## config.mk

```make
export PLATFORM = sky130hd
export DESIGN_NAME = instruction_encoder_stream
export DESIGN_NICKNAME = d
export VERILOG_FILES = /design/src/rtl/instruction_pkg.sv /design/src/rtl/instruction_encoder_comb.sv /design/src/rtl/instruction_encoder_stream.sv
export SDC_FILE = /design/constraint.sdc
export NUM_CORES = 1
export LEC_CHECK = 0
export ABC_CLOCK_PERIOD_IN_PS = 9700
export CAP_MARGIN = 20
export CORE_ASPECT_RATIO = 2
export CORE_MARGIN = 2
export CORE_UTILIZATION = 45
export DETAILED_ROUTE_END_ITERATION = 7
export GPL_TIMING_DRIVEN = 1
export PLACE_DENSITY_LB_ADDON = 0.15
export SETUP_SLACK_MARGIN = 0.5
export SYNTH_ARGS = -nofsm -noshare
export SYNTH_HDL_FRONTEND = slang
export SYNTH_SLANG_ARGS = --single-unit
```

## constraint.sdc

```tcl
create_clock -name clk -period 9.7 [get_ports clk]
set_input_delay 0.97 -clock clk [delete_from_list [all_inputs] [get_ports clk]]
set_output_delay 0.97 -clock clk [all_outputs]
set_load 0.02 [all_outputs]
```

## src/rtl/instruction_pkg.sv

```systemverilog
// Shared RV32I instruction types: decoded-instruction struct, format enum and
// base opcode constants used by the decoder, encoder and trace path.
package instruction;

  typedef enum logic [2:0] {
    FMT_R = 3'd0,
    FMT_I = 3'd1,
    FMT_S = 3'd2,
    FMT_B = 3'd3,
    FMT_U = 3'd4,
    FMT_J = 3'd5
  } format_e;

  localparam logic [6:0] OP     = 7'h33;
  localparam logic [6:0] OP_IMM = 7'h13;
  localparam logic [6:0] LOAD   = 7'h03;
  localparam logic [6:0] STORE  = 7'h23;
  localparam logic [6:0] BRANCH = 7'h63;
  localparam logic [6:0] LUI    = 7'h37;
  localparam logic [6:0] AUIPC  = 7'h17;
  localparam logic [6:0] JAL    = 7'h6F;
  localparam logic [6:0] JALR   = 7'h67;
  localparam logic [6:0] SYSTEM = 7'h73;

  typedef struct packed {
    format_e     format;
    logic [6:0]  opcode;
    logic [4:0]  rd;
    logic [4:0]  rs1;
    logic [4:0]  rs2;
    logic [2:0]  funct3;
    logic [6:0]  funct7;
    logic [31:0] imm;
  } t;

  // True when the bits selected by mask are all ones or all zeros, i.e. the
  // immediate is a proper sign extension of the field that gets encoded.
  function automatic logic sign_run_ok(input logic [31:0] v, input logic [31:0] mask);
    return ((v & mask) == mask) || ((v & mask) == 32'h0);
  endfunction

endpackage

```

## src/rtl/instruction_encoder_comb.sv

```systemverilog
// Pure combinational RV32I encoder: decoded instruction to machine word, with
// a flag for immediates that do not fit the chosen format.
module instruction_encoder_comb
  import instruction::*;
(
  input  instruction::t instr_i,
  output logic [31:0]   word_o,
  output logic          error_o
);

  logic [31:0] imm;
  logic        isShift;

  assign imm     = instr_i.imm;
  assign isShift = (instr_i.opcode == OP_IMM) && (instr_i.funct3[1:0] == 2'b01);

  always_comb begin
    word_o  = 32'h0;
    error_o = 1'b0;
    unique case (instr_i.format)
      FMT_R: begin
        word_o = {instr_i.funct7, instr_i.rs2, instr_i.rs1, instr_i.funct3,
                  instr_i.rd, instr_i.opcode};
      end
      FMT_I: begin
        word_o  = {imm[11:0], instr_i.rs1, instr_i.funct3, instr_i.rd, instr_i.opcode};
        // Shift-immediates carry their funct7 (e.g. srai) in the upper imm bits.
        if (isShift) word_o[31:25] = instr_i.funct7;
        error_o = !sign_run_ok(imm, 32'hFFFF_F800);
      end
      FMT_S: begin
        word_o  = {imm[11:5], instr_i.rs2, instr_i.rs1, instr_i.funct3, imm[4:0],
                   instr_i.opcode};
        error_o = !sign_run_ok(imm, 32'hFFFF_F800);
      end
      FMT_B: begin
        word_o  = {imm[12], imm[10:5], instr_i.rs2, instr_i.rs1, instr_i.funct3,
                   imm[4:1], imm[11], instr_i.opcode};
        error_o = !sign_run_ok(imm, 32'hFFFF_F000) || imm[0];
      end
      FMT_U: begin
        word_o  = {imm[31:12], instr_i.rd, instr_i.opcode};
        error_o = (imm[11:0] != 12'h0);
      end
      FMT_J: begin
        word_o  = {imm[20], imm[10:1], imm[11], imm[19:12], instr_i.rd, instr_i.opcode};
        error_o = !sign_run_ok(imm, 32'hFFF0_0000) || imm[0];
      end
      default: begin
        word_o  = 32'h0;
        error_o = 1'b1;
      end
    endcase
  end

endmodule

```

## src/rtl/instruction_encoder_stream.sv

```systemverilog
// Two-stage elastic RV32I encoder: S1 holds the decoded instruction, S2 holds
// the encoded word and error flag; counts handed-off words and errors.
module instruction_encoder_stream
  import instruction::*;
#(
  parameter int CNT_W = 16
) (
  input  logic             clk,
  input  logic             rst,
  input  logic             in_valid,
  output logic             in_ready,
  input  instruction::t    instruction_in,
  output logic             out_valid,
  input  logic             out_ready,
  output logic [31:0]      word_out,
  output logic             out_error,
  output logic [CNT_W-1:0] word_count,
  output logic [CNT_W-1:0] error_count
);

  logic             s1_valid_q, s1_valid_d;
  instruction::t    s1_instr_q, s1_instr_d;
  logic             s2_valid_q, s2_valid_d;
  logic [31:0]      s2_word_q, s2_word_d;
  logic             s2_err_q, s2_err_d;
  logic [CNT_W-1:0] word_count_q, word_count_d;
  logic [CNT_W-1:0] error_count_q, error_count_d;

  logic        s2_advance, s1_advance, handoff;
  logic [31:0] enc_word;
  logic        enc_error;

  instruction_encoder_comb u_enc (
    .instr_i (s1_instr_q),
    .word_o  (enc_word),
    .error_o (enc_error)
  );

  assign s2_advance = !s2_valid_q || out_ready;
  assign s1_advance = !s1_valid_q || s2_advance;
  assign in_ready   = s1_advance && !rst;
  assign handoff    = s2_valid_q && out_ready;

  // Each stage reloads only when the stage downstream frees up, so a stalled
  // output freezes the whole pipe without losing anything.
  always_comb begin
    s1_valid_d    = s1_valid_q;
    s1_instr_d    = s1_instr_q;
    s2_valid_d    = s2_valid_q;
    s2_word_d     = s2_word_q;
    s2_err_d      = s2_err_q;
    word_count_d  = word_count_q;
    error_count_d = error_count_q;
    if (s1_advance) begin
      s1_valid_d = in_valid;
      if (in_valid) s1_instr_d = instruction_in;
    end
    if (s2_advance) begin
      s2_valid_d = s1_valid_q;
      if (s1_valid_q) begin
        s2_word_d = enc_word;
        s2_err_d  = enc_error;
      end
    end
    if (handoff) begin
      word_count_d = word_count_q + CNT_W'(1);
      if (s2_err_q) error_count_d = error_count_q + CNT_W'(1);
    end
  end

  always_ff @(posedge clk or posedge rst) begin
    if (rst) begin
      s1_valid_q    <= 1'b0;
      s1_instr_q    <= '0;
      s2_valid_q    <= 1'b0;
      s2_word_q     <= 32'h0;
      s2_err_q      <= 1'b0;
      word_count_q  <= '0;
      error_count_q <= '0;
    end else begin
      s1_valid_q    <= s1_valid_d;
      s1_instr_q    <= s1_instr_d;
      s2_valid_q    <= s2_valid_d;
      s2_word_q     <= s2_word_d;
      s2_err_q      <= s2_err_d;
      word_count_q  <= word_count_d;
      error_count_q <= error_count_d;
    end
  end

  assign out_valid   = s2_valid_q;
  assign word_out    = s2_word_q;
  assign out_error   = s2_err_q;
  assign word_count  = word_count_q;
  assign error_count = error_count_q;

endmodule

```

# Word level (Yosys, flattened, before mapping)
# Cells that the tools add are included.
[word_totals] ff_bits=134 latchBits=0 mem_bits_rw=0 romBits=0 inputBits=71 output_inout_bits=67 wordCells=54 n_memories=0
[classes] add_sub_neg=2 multipliers=0 n_div=0 order_cmp=0 eq_ne=10 shift=0 n_mux=3 bitwise_logic=0 reduce_logical=25
[op_table] operator="$pmux 32 s6" n=1
[op_table] operator="$logic_not 32->1" n=3
[op_table] operator="$add 16x1->16 const B" n=2
[op_table] operator="$eq 21x21->1 const B" n=1
[op_table] operator="$eq 20x20->1 const B" n=1
[op_table] operator="$eq 12x12->1 const B" n=1
[op_table] operator="$reduce_bool 12->1" n=1
[op_table] operator="$eq 7x5->1 const B" n=1
[op_table] operator="$logic_or 1x1->1" n=7
[op_table] operator="$mux 7" n=1
[op_table] operator="$eq 3x2->1 const B" n=2
[op_table] operator="$eq 3x3->1 const B" n=2
[op_table] operator="$logic_not 1->1" n=6
[op_table] operator="$reduce_and 2->1" n=3
[op_table] operator="$pmux 1 s5" n=1
[op_table] operator="$eq 3x1->1 const B" n=1
[op_table] operator="$logic_and 1x1->1" n=3
[op_table] operator="$logic_not 3->1" n=1
[op_table] operator="$eq 2x1->1 const B" n=1
[op_table] operator="$reduce_or 2->1" n=1

# Longest topological paths before layout
# Gate-level depths: netlist of run 1.
[logic_depth] ltp_word=5 mapped_depth=7 mapped_depth_nobuf=5

# By module
# Synthesis of run 1 repeated with hierarchy kept, for this count alone.
[unflattened] hier_cells=456 hier_area_um2=5959.5
[modules_own_cells] mod="instruction_encoder_stream" instances=1 cells_per_inst=338 area_each_um2=5176.2 seq_area_each_um2=3353.2
[modules_own_cells] mod="instruction_encoder_comb" instances=1 cells_per_inst=118 area_each_um2=783.3 seq_area_each_um2=0.0

# Worst setup path before layout of run 1
# No wires, ideal clock.
[synth_path] path_kind="input port to output port" from="input port out_ready" to="output port in_ready" t_arrival_ns=1.375 required_time_ns=8.730 slack_ns=7.355 stages=2 path_buffers=0 path_cell_list="nor2b_1 a21oi_1"
[synth_between] elab_chain_len=3
[synth_rtl] element="from (decl)" line="instruction_encoder_stream.sv:14" text="input logic out_ready,"
[synth_rtl] element="$logic_or 1x1->1" line="instruction_encoder_stream.sv:39" text="assign s2_advance = !s2_valid_q || out_ready;"
[synth_rtl] element="$logic_or 1x1->1" line="instruction_encoder_stream.sv:40" text="assign s1_advance = !s1_valid_q || s2_advance;"
[synth_rtl] element="$logic_and 1x1->1" line="instruction_encoder_stream.sv:41" text="assign in_ready = s1_advance && !rst;"
[synth_rtl] element="to (decl)" line="instruction_encoder_stream.sv:11" text="output logic in_ready,"
# Every way passes these cells.

# Final worst setup path of run 1
# Ends and elaborated chain as after synthesis.

==> flow_metrics.env, run 1 <==
export IMPL_status="complete, no violations"
export IMPL_fp_dieH_um=164
export IMPL_fp_dieW_um=84.1
export IMPL_yosysSeqAreaShare_pct=58.0
export IMPL_final_nets=682
export IMPL_fin_skew_ns=0.00800
export IMPL_clkTransAtPathRegs_ns=0.06
export IMPL_r2r_end="word_out[27]$_DFFE_PP0P_"
export IMPL_routed_wirelength_um=13800
export IMPL_nFillCells=1008
export IMPL_cp_arrival_ns=2.35
export IMPL_synth_edff_count=0
export IMPL_hold_viol=0
export IMPL_htreeDepth=4
export IMPL_cts_setup_buffers=0
export IMPL_final_max_slew_violation_count=0
export IMPL_multi_input_area_um2=2300
export IMPL_required_ns=8.73
export IMPL_cts_buffer_depth=2
export IMPL_seq_area_um2=3350
export IMPL_layout_commonest_cell="clkdlybuf4s50_1"
export IMPL_power_leakage_uw=0.00331
export IMPL_worstHoldEndpoint="word_count[15]$_DFFE_PP0P_"
export IMPL_yosysTopAreaCell="dfrtp_1"
export IMPL_antenna_found_initial=0
export IMPL_vias=4202
export IMPL_cts_sinks=134
export IMPL_post_synth_instance_area_um2=5780
export IMPL_ff2ff_setup_slack_ns=7.36
export IMPL_grt_overflow=0
export IMPL_rsz0062_at_grt="no"
export IMPL_hold_start="word_count[15]$_DFFE_PP0P_"
export IMPL_drcViolationCount=0
export IMPL_place_hpwl_um=10000
export IMPL_relSlewSlack_pct=35.7
export IMPL_globalplace_congestion=0.809
export IMPL_postRouteAntennaNets=0
export IMPL_drtIter0Drc=248
export IMPL_powerDensity_nw_per_um2=239
export IMPL_hold_class="reg2reg"
export IMPL_grt_pass1_vias=4456
export IMPL_syn_nets=544
export IMPL_cts_tree="done"
export IMPL_async_flop_share_pct=100
export IMPL_areaGrowthSynthToFinish_pct=36.8
export IMPL_synth_flop_cell="dfrtp_1"
export IMPL_final_core_util_pct=63.0
export IMPL_yosys_top_cells_area="dfrtp_1, mux2_2, xnor2_1, a22o_1, nand2_1"
export IMPL_fp_row_count=58
export IMPL_synth_cells=471
export IMPL_clkLatencyLatePin_ns=0.40
export IMPL_drive_gt1_share_pct=18.5
export IMPL_core_um2=12600
export IMPL_r2r_cells=5
export IMPL_critPathLaunchType="input port"
export IMPL_cts_root_buffer="clkbuf_16"
export IMPL_grt_pass1_wl_um=22200
export IMPL_synth_seq_cells=134
export IMPL_crit_fanout=6
export IMPL_layout_cells_most_common_list="clkdlybuf4s50_1, dfrtp_1, mux2_2"
export IMPL_drt_pass1_iterations=4
export IMPL_num_io_pins=138
export IMPL_cts_resized=0
export IMPL_wl_per_cell_um=17.9
export IMPL_r2r_start="out_valid$_DFFE_PP0P_"
export IMPL_grt_usage_pct=20.7
export IMPL_period_share_pct=34.2
export IMPL_syn_area_per_cell_um2=12.3
export IMPL_cts_buffers=17
export IMPL_tns_ns=0
export IMPL_die_area_um2=13800
export IMPL_maxCapViolCount=0
export IMPL_grt_max_degree=78
export IMPL_finalNonFillerCells=771
export IMPL_setup_viol=0
export IMPL_hold_path_cell_count=1
export IMPL_ys_warn_count=0
export IMPL_io_buffers=137
export IMPL_synth_cell_types=40
export IMPL_hold_buffers=0
export IMPL_dp_cells=739
export IMPL_via_per_inst=5.45
export IMPL_finalHoldWorstSlack_ns=0.467
export IMPL_end_kind="output port"
export IMPL_worst_pin_slew_ns=0.964
export IMPL_yosysTopAreaCellShare_pct=58.0
export IMPL_initial_utilization_pct=46.0
export IMPL_min_period_ns=3.32
export IMPL_critical_path_class="in2out"
export IMPL_irDropWorstVdd_uv=191
export IMPL_power_total_uw=1890
export IMPL_fmax_mhz=301
[worst max-delay path, cell delays in order]
cell	delay, ns
clkdlybuf4s50_1	0.55
nor2b_1	0.08
a21oi_1	0.14
clkdlybuf4s50_1	0.62
[power breakdown]
| group | total (µW) | switching [µW] | internal, µW |
|---|---|---|---|
| Combinational | 438 | 203 | 235 |
| Sequential | 765 | 103 | 661 |
| Clock | 689 | 234 | 454 |
| Total | 1890 | 540 | 1350 |
[Yosys cell counts, drive strengths merged (2+ instances only)]
cell type  instances
dfrtp            134
mux2              73
nand2             42
o21ai             22
xnor2             22
nor2              19
a22o              18
a21oi             17
buf               16
nor2b             13
nand4             11
nand3              9
xor2               9
a22oi              7
nor3               7
a221o              6
and3               6
clkbuf             6
nor4               6
inv                5
nand2b             4
or4                3
and4               2
ha                 2
o211ai             2
or3                2
[kinds of logic (layout without fill, tap and decap cells)]
logic type | Yosys count | in the layout | synth area share [%]
AO/OA/AOI/OAI | 76 | 76 | 8.90
XOR/XNOR | 31 | 31 | 4.70
adder cells (fa/ha/maj) | 2 | 2 | 0.433
buffers and inverters | 27 | 176 | 2.16
flip-flops | 134 | 134 | 58.0
multiplexers | 74 | 74 | 14.4
other | 0 | 1 | 0
AND/OR/NAND/NOR | 127 | 127 | 11.4
[layer usage]
metal / routed length, µm / GRT usage, % / share of wire [%] / vias up
met1: 5090 / 22.4 / 37 / 2087
li1: - / - / - / 1960
met5: 0 / 0 / 0 / -
met4: 416 / 10.5 / 3.0 / 0
met2: 7760 / 37.6 / 56 / 131
met3: 522 / 4.32 / 3.8 / 24
[area by class of cell]
cell class	count	area share (%)
Antenna cell	1	0.0317
Clock buffer	18	5.43
Clock inverter	12	2.58
Inverter	5	0.301
Multi-Input combinational cell	310	29.2
Sequential cell	134	42.4
Tap cell	150	2.37
Timing Repair Buffer	141	17.7
[flip-flops by register name, indices dropped and copies added (netlist names)]
name	count
s1_valid_q	1
s1_instr_q	67
error_count	16
out_error	1
word_out	32
word_count	16
out_valid	1
[per-stage QoR]
step	worst slack, ns	instance area [µm²]
3_5_place_dp	5.75	7260
2_1_floorplan	5.15	5780
4_1_cts	6.16	7900
6_report	6.38	7910
3_3_place_gp	5.89	7260
5_1_grt	6.26	7900
[worst max path at each step]
stage / start / endpoint / slack (ns)
global route: out_ready / in_ready / 6.26
global placement: out_ready / word_out[25]$_DFFE_PP0P_ / 5.89
CTS: out_ready / word_out[30]$_DFFE_PP0P_ / 6.16
floorplan: rst / error_count[0]$_DFFE_PP0P_ / 5.15
detailed placement: out_ready / word_out[30]$_DFFE_PP0P_ / 5.75
finish: out_ready / in_ready / 6.38
No activity file was read; power rests on OpenSTA's default activity.
==> run 2: changes to the inputs <==
--- a/config.mk
+++ b/config.mk
@@ -5,7 +5,7 @@
 export SDC_FILE = /design/constraint.sdc
 export NUM_CORES = 1
 export LEC_CHECK = 0
-export ABC_CLOCK_PERIOD_IN_PS = 9700
+export ABC_CLOCK_PERIOD_IN_PS = 3100
 export CAP_MARGIN = 20
 export CORE_ASPECT_RATIO = 2
 export CORE_MARGIN = 2
==> constraint.sdc (replaced) <==
create_clock -name clk -period 3.1 [get_ports clk]
set_input_delay 0.31 -clock clk [delete_from_list [all_inputs] [get_ports clk]]
set_output_delay 0.31 -clock clk [all_outputs]
set_load 0.02 [all_outputs]
==> run 2 against run 1 <==
Against the previous run:
- worst hold slack worse by 0.065 ns
- routed wire length up 0.82%
- non-clock buffer count up 2
- design area up 0.11%
- sequential cell count unchanged
- clock power rose to 2.9 times the previous value
- sequential share of layout area about the same
- count of clock-buffer cells in the layout down 1
- die area unchanged
- total power rose to 3.0 times the previous value
- register-to-register slack worse by 6.3 ns
- core utilization up 0.070 points
- largest cell class unchanged
- largest power group unchanged
- highest routed layer unchanged
==> flow_metrics.env, run 2 (same netlist as run 1, synthesis figures left out) <==
export IMPL_multi_input_area_um2=2300
export IMPL_placed_area_um2=7310
export IMPL_crit_start="out_valid$_DFFE_PP0P_"
export IMPL_vias=4171
export IMPL_largest_register_ffs=67
export IMPL_seq_area_um2=3350
export IMPL_layout_commonest_cell="clkdlybuf4s50_1"
export IMPL_r2r_cells=5
export IMPL_place_hpwl_um=10200
export IMPL_rsz0062_at_grt="no"
export IMPL_period_share_pct=66.8
export IMPL_min_period_ns=2.07
export IMPL_powerDensity_nw_per_um2=726
export IMPL_required_ns=2.79
export IMPL_fp_dieH_um=164
export IMPL_globalplace_congestion=0.829
export IMPL_hold_buffers=0
export IMPL_irDropWorstVdd_uv=515
export IMPL_power_leakage_uw=0.00331
export IMPL_critical_path_class="reg2out"
export IMPL_tns_ns=0
export IMPL_core_um2=12600
export IMPL_hold_viol=0
export IMPL_final_max_slew_violation_count=0
export IMPL_drcViolationCount=0
export IMPL_hold_class="in2async"
export IMPL_grt_max_degree=74
export IMPL_antenna_found_initial=0
export IMPL_fmax_mhz=483
export IMPL_cts_resized=0
export IMPL_cp_arrival_ns=1.76
export IMPL_dp_cells=741
export IMPL_fp_row_count=58
export IMPL_wl_per_cell_um=18.0
export IMPL_status="complete, no violations"
export IMPL_regMostFlops="s1_instr_q"
export IMPL_fp_dieW_um=84.1
export IMPL_drtIter0Drc=214
export IMPL_layout_cells_most_common_list="clkdlybuf4s50_1, dfrtp_1, mux2_2"
export IMPL_grt_pass1_wl_um=22300
export IMPL_cts_buffers=17
export IMPL_num_io_pins=138
export IMPL_clkLatencyLatePin_ns=0.41
export IMPL_worst_pin_slew_ns=0.635
export IMPL_maxCapViolCount=0
export IMPL_critPathLaunchType="flip-flop"
export IMPL_cts_buffer_depth=2
export IMPL_r2r_start="s1_instr_q[40]$_DFFE_PP0P_"
export IMPL_drive_gt1_share_pct=19.2
export IMPL_cts_root_buffer="clkbuf_16"
export IMPL_cts_tree="done"
export IMPL_postRouteAntennaNets=0
export IMPL_final_area_um2=7920
export IMPL_end_kind="output port"
export IMPL_routed_wirelength_um=13900
export IMPL_setup_viol=0
export IMPL_relSlewSlack_pct=57.4
export IMPL_cts_sinks=134
export IMPL_die_area_um2=13800
export IMPL_drt_pass1_iterations=4
export IMPL_fin_skew_ns=0.0112
export IMPL_clkTransAtPathRegs_ns=0.06
export IMPL_areaGrowthSynthToFinish_pct=36.9
export IMPL_grt_overflow=0
export IMPL_nFillCells=1014
export IMPL_finalNonFillerCells=774
export IMPL_htreeDepth=4
export IMPL_cts_setup_buffers=0
export IMPL_grt_pass1_vias=4385
export IMPL_antenna_cells=0
export IMPL_crit_fanout=7
export IMPL_io_buffers=137
export IMPL_grt_usage_pct=20.7
export IMPL_via_per_inst=5.39
export IMPL_initial_utilization_pct=46.0
export IMPL_final_nets=684
[run 2: cell count changes in the layout (fill, tap and decap cells not counted)]
cell       change
buf_12         +3
diode_2        -1
inv_6          +4
bufinv_16      -3
clkinv_4       +2
clkbuf_1       -1
buf_4          -1
[run 2: worst paths after layout]
kind | end | slack, ns
hold / removal | word_count[2]$_DFFE_PP0P_ | 0.40
min in group clk | word_count[15]$_DFFE_PP0P_ | 0.46
max in group asynchronous | s1_instr_q[32]$_DFFE_PP0P_ | 2.35
setup / recovery | in_ready | 1.03
hold reg to reg | word_count[15]$_DFFE_PP0P_ | 0.46
setup reg to reg | word_out[25]$_DFFE_PP0P_ | 1.11
[run 2: cell type report]
type	count	area share, %
Clock buffer	17	5.37
Clock inverter	15	2.12
Inverter	5	0.285
Multi-Input combinational cell	310	29.1
Sequential cell	134	42.4
Tap cell	150	2.37
Timing Repair Buffer	143	18.4
[run 2: per-stage QoR]
step / power [µW] / setup WS (ns) / hold WS (ns) / utilization [%]
6_report: 5750 / 1.03 / 0.402 / 63.0
2_1_floorplan: 3110 / 1.12 / 0.418 / -
4_1_cts: 5810 / 0.839 / 0.418 / 63.0
5_1_grt: 6040 / 0.915 / 0.463 / 63.0
3_5_place_dp: 3810 / 0.418 / 0.455 / 58.3
3_3_place_gp: 3760 / 0.540 / 0.456 / 58.3
[run 2: report_power, final]
group | leakage [µW] | internal [µW] | switching (µW)
Clock | 0.000286 | 1200 | 779
Sequential | 0.00164 | 2070 | 332
Combinational | 0.00139 | 743 | 625
[run 2: metal layers]
layer	track usage [%]	vias to the layer above	routed length [µm]
met3	5.08	28	594
met4	8.58	0	430
li1	-	1967	-
met1	22.1	2048	5090
met5	0	-	0
met2	38.3	128	7790
[run 2: worst max-delay path, stage by stage, from the launching register on]
cell             delay, ns
dfrtp_1               0.43
nor2b_1               0.18
a21oi_1               0.14
clkdlybuf4s50_1       0.61
